[src/rtl/pipe_ctrl.sv]
// Pipeline stall controller: merges IF/ID stall requests with a multi-cycle EX
// sequencer (IDLE/RUN/DONE) into a per-stage hold vector, and counts stalled cycles.
module pipe_ctrl #(
    parameter int CNT_W  = 6,
    parameter int STAT_W = 16
) (
    input  logic              clk,
    input  logic              rst,
    input  logic              stallreq_from_if,
    input  logic              stallreq_from_id,
    input  logic              ex_mc_start,
    input  logic [CNT_W-1:0]  ex_mc_cycles,
    input  logic              ex_mc_cancel,
    output logic [5:0]        stall,
    output logic              mc_busy,
    output logic              mc_done,
    output logic [STAT_W-1:0] stall_cnt
);

    typedef enum logic [1:0] {
        IDLE = 2'd0,
        RUN  = 2'd1,
        DONE = 2'd2
    } state_e;

    localparam logic [CNT_W-1:0]  CNT_ONE   = {{(CNT_W-1){1'b0}}, 1'b1};
    localparam logic [STAT_W-1:0] STAT_ONE  = {{(STAT_W-1){1'b0}}, 1'b1};
    localparam logic [5:0]        STALL_EX  = 6'b001111;
    localparam logic [5:0]        STALL_ID  = 6'b000111;
    localparam logic [5:0]        STALL_IF  = 6'b000011;

    state_e             state_q, state_d;
    logic [CNT_W-1:0]   cnt_q, cnt_d;
    logic [STAT_W-1:0]  stall_cnt_q, stall_cnt_d;
    logic [CNT_W-1:0]   n_eff;
    logic               ex_stall;

    // A zero-length request still needs one EX cycle to hand its result over.
    assign n_eff = (ex_mc_cycles == '0) ? CNT_ONE : ex_mc_cycles;

    // NOTE: every signal written here gets a default first, so no path leaves it
    // unassigned and no latch is inferred.
    always_comb begin
        state_d  = state_q;
        cnt_d    = cnt_q;
        ex_stall = 1'b0;
        mc_done  = 1'b0;
        unique case (state_q)
            IDLE: begin
                if (ex_mc_start && !ex_mc_cancel) begin
                    ex_stall = 1'b1;
                    cnt_d    = n_eff - CNT_ONE;
                    state_d  = (n_eff == CNT_ONE) ? DONE : RUN;
                end
            end
            RUN: begin
                if (ex_mc_cancel) begin
                    state_d = IDLE;
                    cnt_d   = '0;
                end else begin
                    ex_stall = 1'b1;
                    cnt_d    = cnt_q - CNT_ONE;
                    if (cnt_q == CNT_ONE) state_d = DONE;
                end
            end
            DONE: begin
                mc_done = !ex_mc_cancel;
                state_d = IDLE;
            end
            default: begin
                state_d = IDLE;
                cnt_d   = '0;
            end
        endcase
    end

    // Reset forces the hold vector low even though its sources are combinational inputs.
    always_comb begin
        stall = 6'b000000;
        if (rst) begin
            if (ex_stall)              stall = STALL_EX;
            else if (stallreq_from_id) stall = STALL_ID;
            else if (stallreq_from_if) stall = STALL_IF;
        end
    end

    assign mc_busy = (state_q != IDLE);

    always_comb begin
        stall_cnt_d = stall_cnt_q;
        if (stall[0] && (stall_cnt_q != '1)) stall_cnt_d = stall_cnt_q + STAT_ONE;
    end

    // NOTE: state registers use non-blocking assignments so every flop samples
    // pre-edge values regardless of process ordering.
    always_ff @(posedge clk or negedge rst) begin
        if (!rst) begin
            state_q     <= IDLE;
            cnt_q       <= '0;
            stall_cnt_q <= '0;
        end else begin
            state_q     <= state_d;
            cnt_q       <= cnt_d;
            stall_cnt_q <= stall_cnt_d;
        end
    end

    assign stall_cnt = stall_cnt_q;

endmodule

[config.mk]
export PLATFORM = sky130hd
export DESIGN_NAME = pipe_ctrl
export DESIGN_NICKNAME = d
export VERILOG_FILES = /design/src/rtl/pipe_ctrl.sv
export SDC_FILE = /design/constraint.sdc
export NUM_CORES = 1
export LEC_CHECK = 0
export ABC_CLOCK_PERIOD_IN_PS = 2950
export CORE_ASPECT_RATIO = 0.6
export CORE_UTILIZATION = 55
export CTS_BUF_LIST = sky130_fd_sc_hd__clkbuf_8
export DETAILED_ROUTE_END_ITERATION = 10
export PLACE_DENSITY_LB_ADDON = 0.25
export SYNTH_ARGS = -nofsm -noshare
export SYNTH_HDL_FRONTEND = slang
export SYNTH_SLANG_ARGS = --single-unit
export TNS_END_PERCENT = 30
[constraint.sdc]
create_clock -name clk -period 2.95 [get_ports clk]
set_clock_uncertainty 0.2 [all_clocks]
set_input_delay 0.59 -clock clk [delete_from_list [all_inputs] [get_ports clk]]
set_output_delay 0.59 -clock clk [all_outputs]
set_load 0.01 [all_outputs]
# After elaboration in Yosys (flattened, before gate mapping)

Index checks and enable logic that the tools add are counted.

Add/subtract/negate cells: 3
Eq/ne operators: 7
Mux-type cells: 17
Bitwise logic cells: 1
Reductions and logical operators: 8

Operators by type and width:

| cell                    | count |
|---|---|
| $mux W6                 | 3 |
| $pmux W6 S3             | 1 |
| $add A16 B1 Y16 const B | 1 |
| $ne A16 B16 Y1 const B  | 1 |
| $eq A6 B1 Y1 const B    | 2 |
| $sub A6 B1 Y6 const B   | 2 |
| $mux W2                 | 5 |
| $mux W4                 | 2 |
| $logic_not A6 Y1        | 1 |
| $pmux W2 S2             | 1 |
| $reduce_and A2 Y1       | 2 |
| $mux W1                 | 3 |
| $mux W3                 | 1 |
| $ne A3 B3 Y1 const B    | 1 |
| $eq A2 B1 Y1 const B    | 1 |
| $eq A2 B2 Y1 const B    | 1 |
| $logic_and A1 B1 Y1     | 2 |
| $logic_not A2 Y1        | 1 |
| $ne A2 B2 Y1 const B    | 1 |
| $pmux W1 S2             | 1 |
| $reduce_bool A2 Y1      | 1 |
| $logic_not A1 Y1        | 1 |
| $not A1 Y1              | 1 |

Register bits: 24
Input bits: 12
Output and inout port bits: 24
Logic and storage cells: 39

# Depth between registers and ports, before layout

Depth in word-level cells: 7
Depth in mapped cells: 7
Mapped depth without buffers: 7

# Worst setup path after synthesis

Ideal clock, no wire load.

Kind: input port to output port
From: input stallreq_from_id
To: output stall[1]
Data arrival time: 1.396 ns
Data required time: 2.160 ns
Slack: 0.764 ns
Cell stages on the path: 4
Path buffers: 1
Path through: or2_2 -> o21ai_4 -> inv_1 -> buf_4

Word-level cells in the longest chain between the ends: 3

Ends and longest elaborated chain:

| item            | line | text |
|---|---|---|
| start, declared | 10   | `input logic stallreq_from_id,` |
| $mux W3         | 82   | `else if (stallreq_from_id) stall = STALL_ID;` |
| $mux W4         | 81   | `if (ex_stall) stall = STALL_EX;` |
| $mux W4         | 80   | `if (rst) begin` |
| end, declared   | 14   | `output logic [5:0] stall,` |

No other way between the ends.

# Worst setup path in the final report

From: input stallreq_from_id
To: output stall[0]

The elaborated chain is that of the path after synthesis.

==> out/metrics.cfg <==
[layout]
insertedDiodeCount = 0
design_area_sq_um = 1950
instances_no_fill = 230
num-fill-cells = 162
multiInputGateArea_sq_um = 820
final_nets = 216
syn2layout_area_growth_pct = 32.1
regArea_sq_um = 601
drive_gt1_share_pct = 12.6

[worst_setup_path]
worst-path-stages = 5
r2r-start = stall_cnt[4]
cp_max_fo = 3
setup.worst_path.start = stallreq_from_id
cp-end-kind = output pin
critPathTopFamily = buffers and inverters
cp_num_buf_inv = 3
cpPeakStageDelay_ps = 480
crit_path_top_delay_cell = clkdlybuf4s50_1
cp-start-kind = input pin
crit_arrival_ps = 2060
required_ps = 2160
critPathKind = input pin to output pin
crit_path_frequent_cell = clkdlybuf4s50_1
r2r_cells = 4
crit_chain = clkdlybuf4s50_1, or2_2, o21ai_4, inv_1, clkdlybuf4s50_1

[sta]
postLayoutSetupSlackWorst_ps = 95.5
fin_crit_sh_pct = 96.8
hold_viol = 0
fmax_mhz = 350
grt_setup_unrepaired = false
fin_setup_tns_ps = 0
post-route-min-period_ps = 2850
slew_headroom_pct = 66.0
setup_viol = 0
finalMaxSlewViolations = 0
worst_pin_slew_ps = 505

[grt]
antenna_found_initial = 0
grt_max_degree = 18
grt_pass1_wl_microns = 6310
grt_pass1_vias = 1326
grt.overflow.total = 0
grt_util_all_layers_pct = 30.5

[cts]
h-tree-depth = 1
clkTransAtPathRegs_ps = 80
clk_latency_ps = 270
cts-root-buf = clkbuf_8
clock_sinks = 24
numCtsBuffers = 3
clock_path_buffers = 2
tritoncts = built
postCtsSetupBuffers = 0

[detailed_routing]
drtIter0Drc = 196
viasPerCell = 5.97
vias = 1373
routed_wl_microns = 3840
avgRoutedWirePerCell_microns = 16.7
drc = 0
ant_nets = 0
firstDrtPassIters = 4

[die]
core_sq_um = 2520
num_rows = 14
die_w_microns = 68.8
die_area_sq_um = 2900
io-pin-count = 36
die_h_microns = 42.1
start_util_pct = 58.4

[pwr]
power_frac_comb_pct = 41.3
power.leakage_nw = 0.874
fin_total_pwr_w = 0.00135
p_switching_w = 0.000516
ir_worst_vdd_mv = 0.452
p_seq_share_pct = 41.9
sw_frac_of_total_pct = 38.3
clock_power_share_pct = 16.9
power.density_nw_per_um2 = 692
internal_power_w = 0.000831

[synth]
yosysTopAreaCell = dfrtp_1
synth_top_area_share_pct = 40.8
yosys_register_bits = 24
synth.distinct_cells = 41
syn_inst = 155
synth-main-ff-cell = dfrtp_1
synth_most_common_cell = dfrtp_1
yosysWarnings = 0
ys_seq_area_share_pct = 40.8
synthTopCellsByCount = dfrtp_1 (24), nand2_1 (18), nor2_1 (13), xor2_1 (11)
async_flop_share_pct = 100
synthTopCellsByArea = dfrtp_1 (41%), xor2_1 (6.5%), nand2_1 (4.6%)
syn_area_per_cell_sq_um = 9.50
synth_edf_count = 0
synth_area_sq_um = 1470

[min_path]
hp-class = register to register
whs_path_depth = 1
hold_start = stall_cnt[6]

[placed_design]
placed_area_sq_um = 1890
portBuffers = 33
hpwl_microns = 2990
place.gp.congestion = 0.869
dp_slack_ps = 48.9
dp_cells = 226

[run]
cap_violations = 0

[outcome]
outcome = finished clean

state kept, by name, indices dropped and copies added (netlist names):
| signal | count |
|---|---|
| cnt_q | 6 |
| stall_cnt | 16 |
| state_q | 2 |
metrics by stage:
| step | utilization (%) | hold WS (ps) |
|---|---|---|
| floorplan | - | 94.4 |
| global placement | 74.9 | 274 |
| detailed placement | 74.9 | 281 |
| CTS | 77.0 | 297 |
| global route | 77.1 | 321 |
| finish | 77.1 | 298 |
layer usage:
layer | global-route usage, % | routed length (microns) | vias to the layer above | part of all wire (%)
met2 | 44.5 | 1720 | 88 | 45
met4 | 6.12 | 31 | 0 | 0.81
met3 | 6.79 | 411 | 6 | 11
met1 | 46.3 | 1680 | 643 | 44
met5 | 0 | 0 | - | 0
li1 | - | - | 636 | -
timing repair:
item / 4_1_cts / 5_1_grt
endpoints found under the hold margin: 0 / 0
gates resized for setup: 0 / 1
setup endpoints to repair: 0 / 2
hold buffers: 0 / 0
final timing paths:
| check | to | slack (ps) |
|---|---|---|
| min reg2reg | stall_cnt[6] | 300 |
| max in group asynchronous | cnt_q[1] | 1600 |
| min in group asynchronous | stall_cnt[2] | 670 |
| max | stall[0] | 100 |
| min | stall_cnt[6] | 300 |
| max reg2reg | stall_cnt[1] | 830 |
kinds of logic (layout without fill, tap and decap cells):
| group | after synthesis | in the layout | synth area share, % |
|---|---|---|---|
| fa+ha+maj | 5 | 5 | 4.25 |
| compound gates | 27 | 27 | 14.7 |
| flops | 24 | 24 | 40.8 |
| other cells | 1 | 2 | 0.255 |
| simple gates | 67 | 67 | 24.4 |
| xor+xnor | 15 | 15 | 8.92 |
| buf+inv | 12 | 54 | 3.82 |
| mux | 4 | 4 | 2.89 |
cell type report:
type / count / share of cell area (%)
timing repair buffer: 42 / 20.6
sequential: 24 / 30.9
tap: 32 / 2.06
inverter: 8 / 1.54
clock buffer: 4 / 2.83
multi-input combinational: 120 / 42.1
power by group through the flow:
stage | sequential (W) | clock (W) | combinational, W
2_1_floorplan | 0.000555 | 0 | 0.000295
3_3_place_gp | 0.000553 | 0 | 0.000524
3_5_place_dp | 0.000564 | 0 | 0.000546
4_1_cts | 0.000559 | 0.000227 | 0.000550
5_1_grt | 0.000580 | 0.000245 | 0.000603
6_report | 0.000564 | 0.000227 | 0.000556
placed cells by master (no fill, tap or decap), types with 5 or more instances in the layout:
cell and instances:
o21ai_0 5, dfrtp_1 24, nand2_1 18, nor3_1 8
inv_1 8, nor2_1 13, clkdlybuf4s50_1 32, buf_4 9
a21oi_1 6, xor2_1 11, ha_1 5, nand4_1 5
Note: power is estimated with default switching activity, not from simulation.
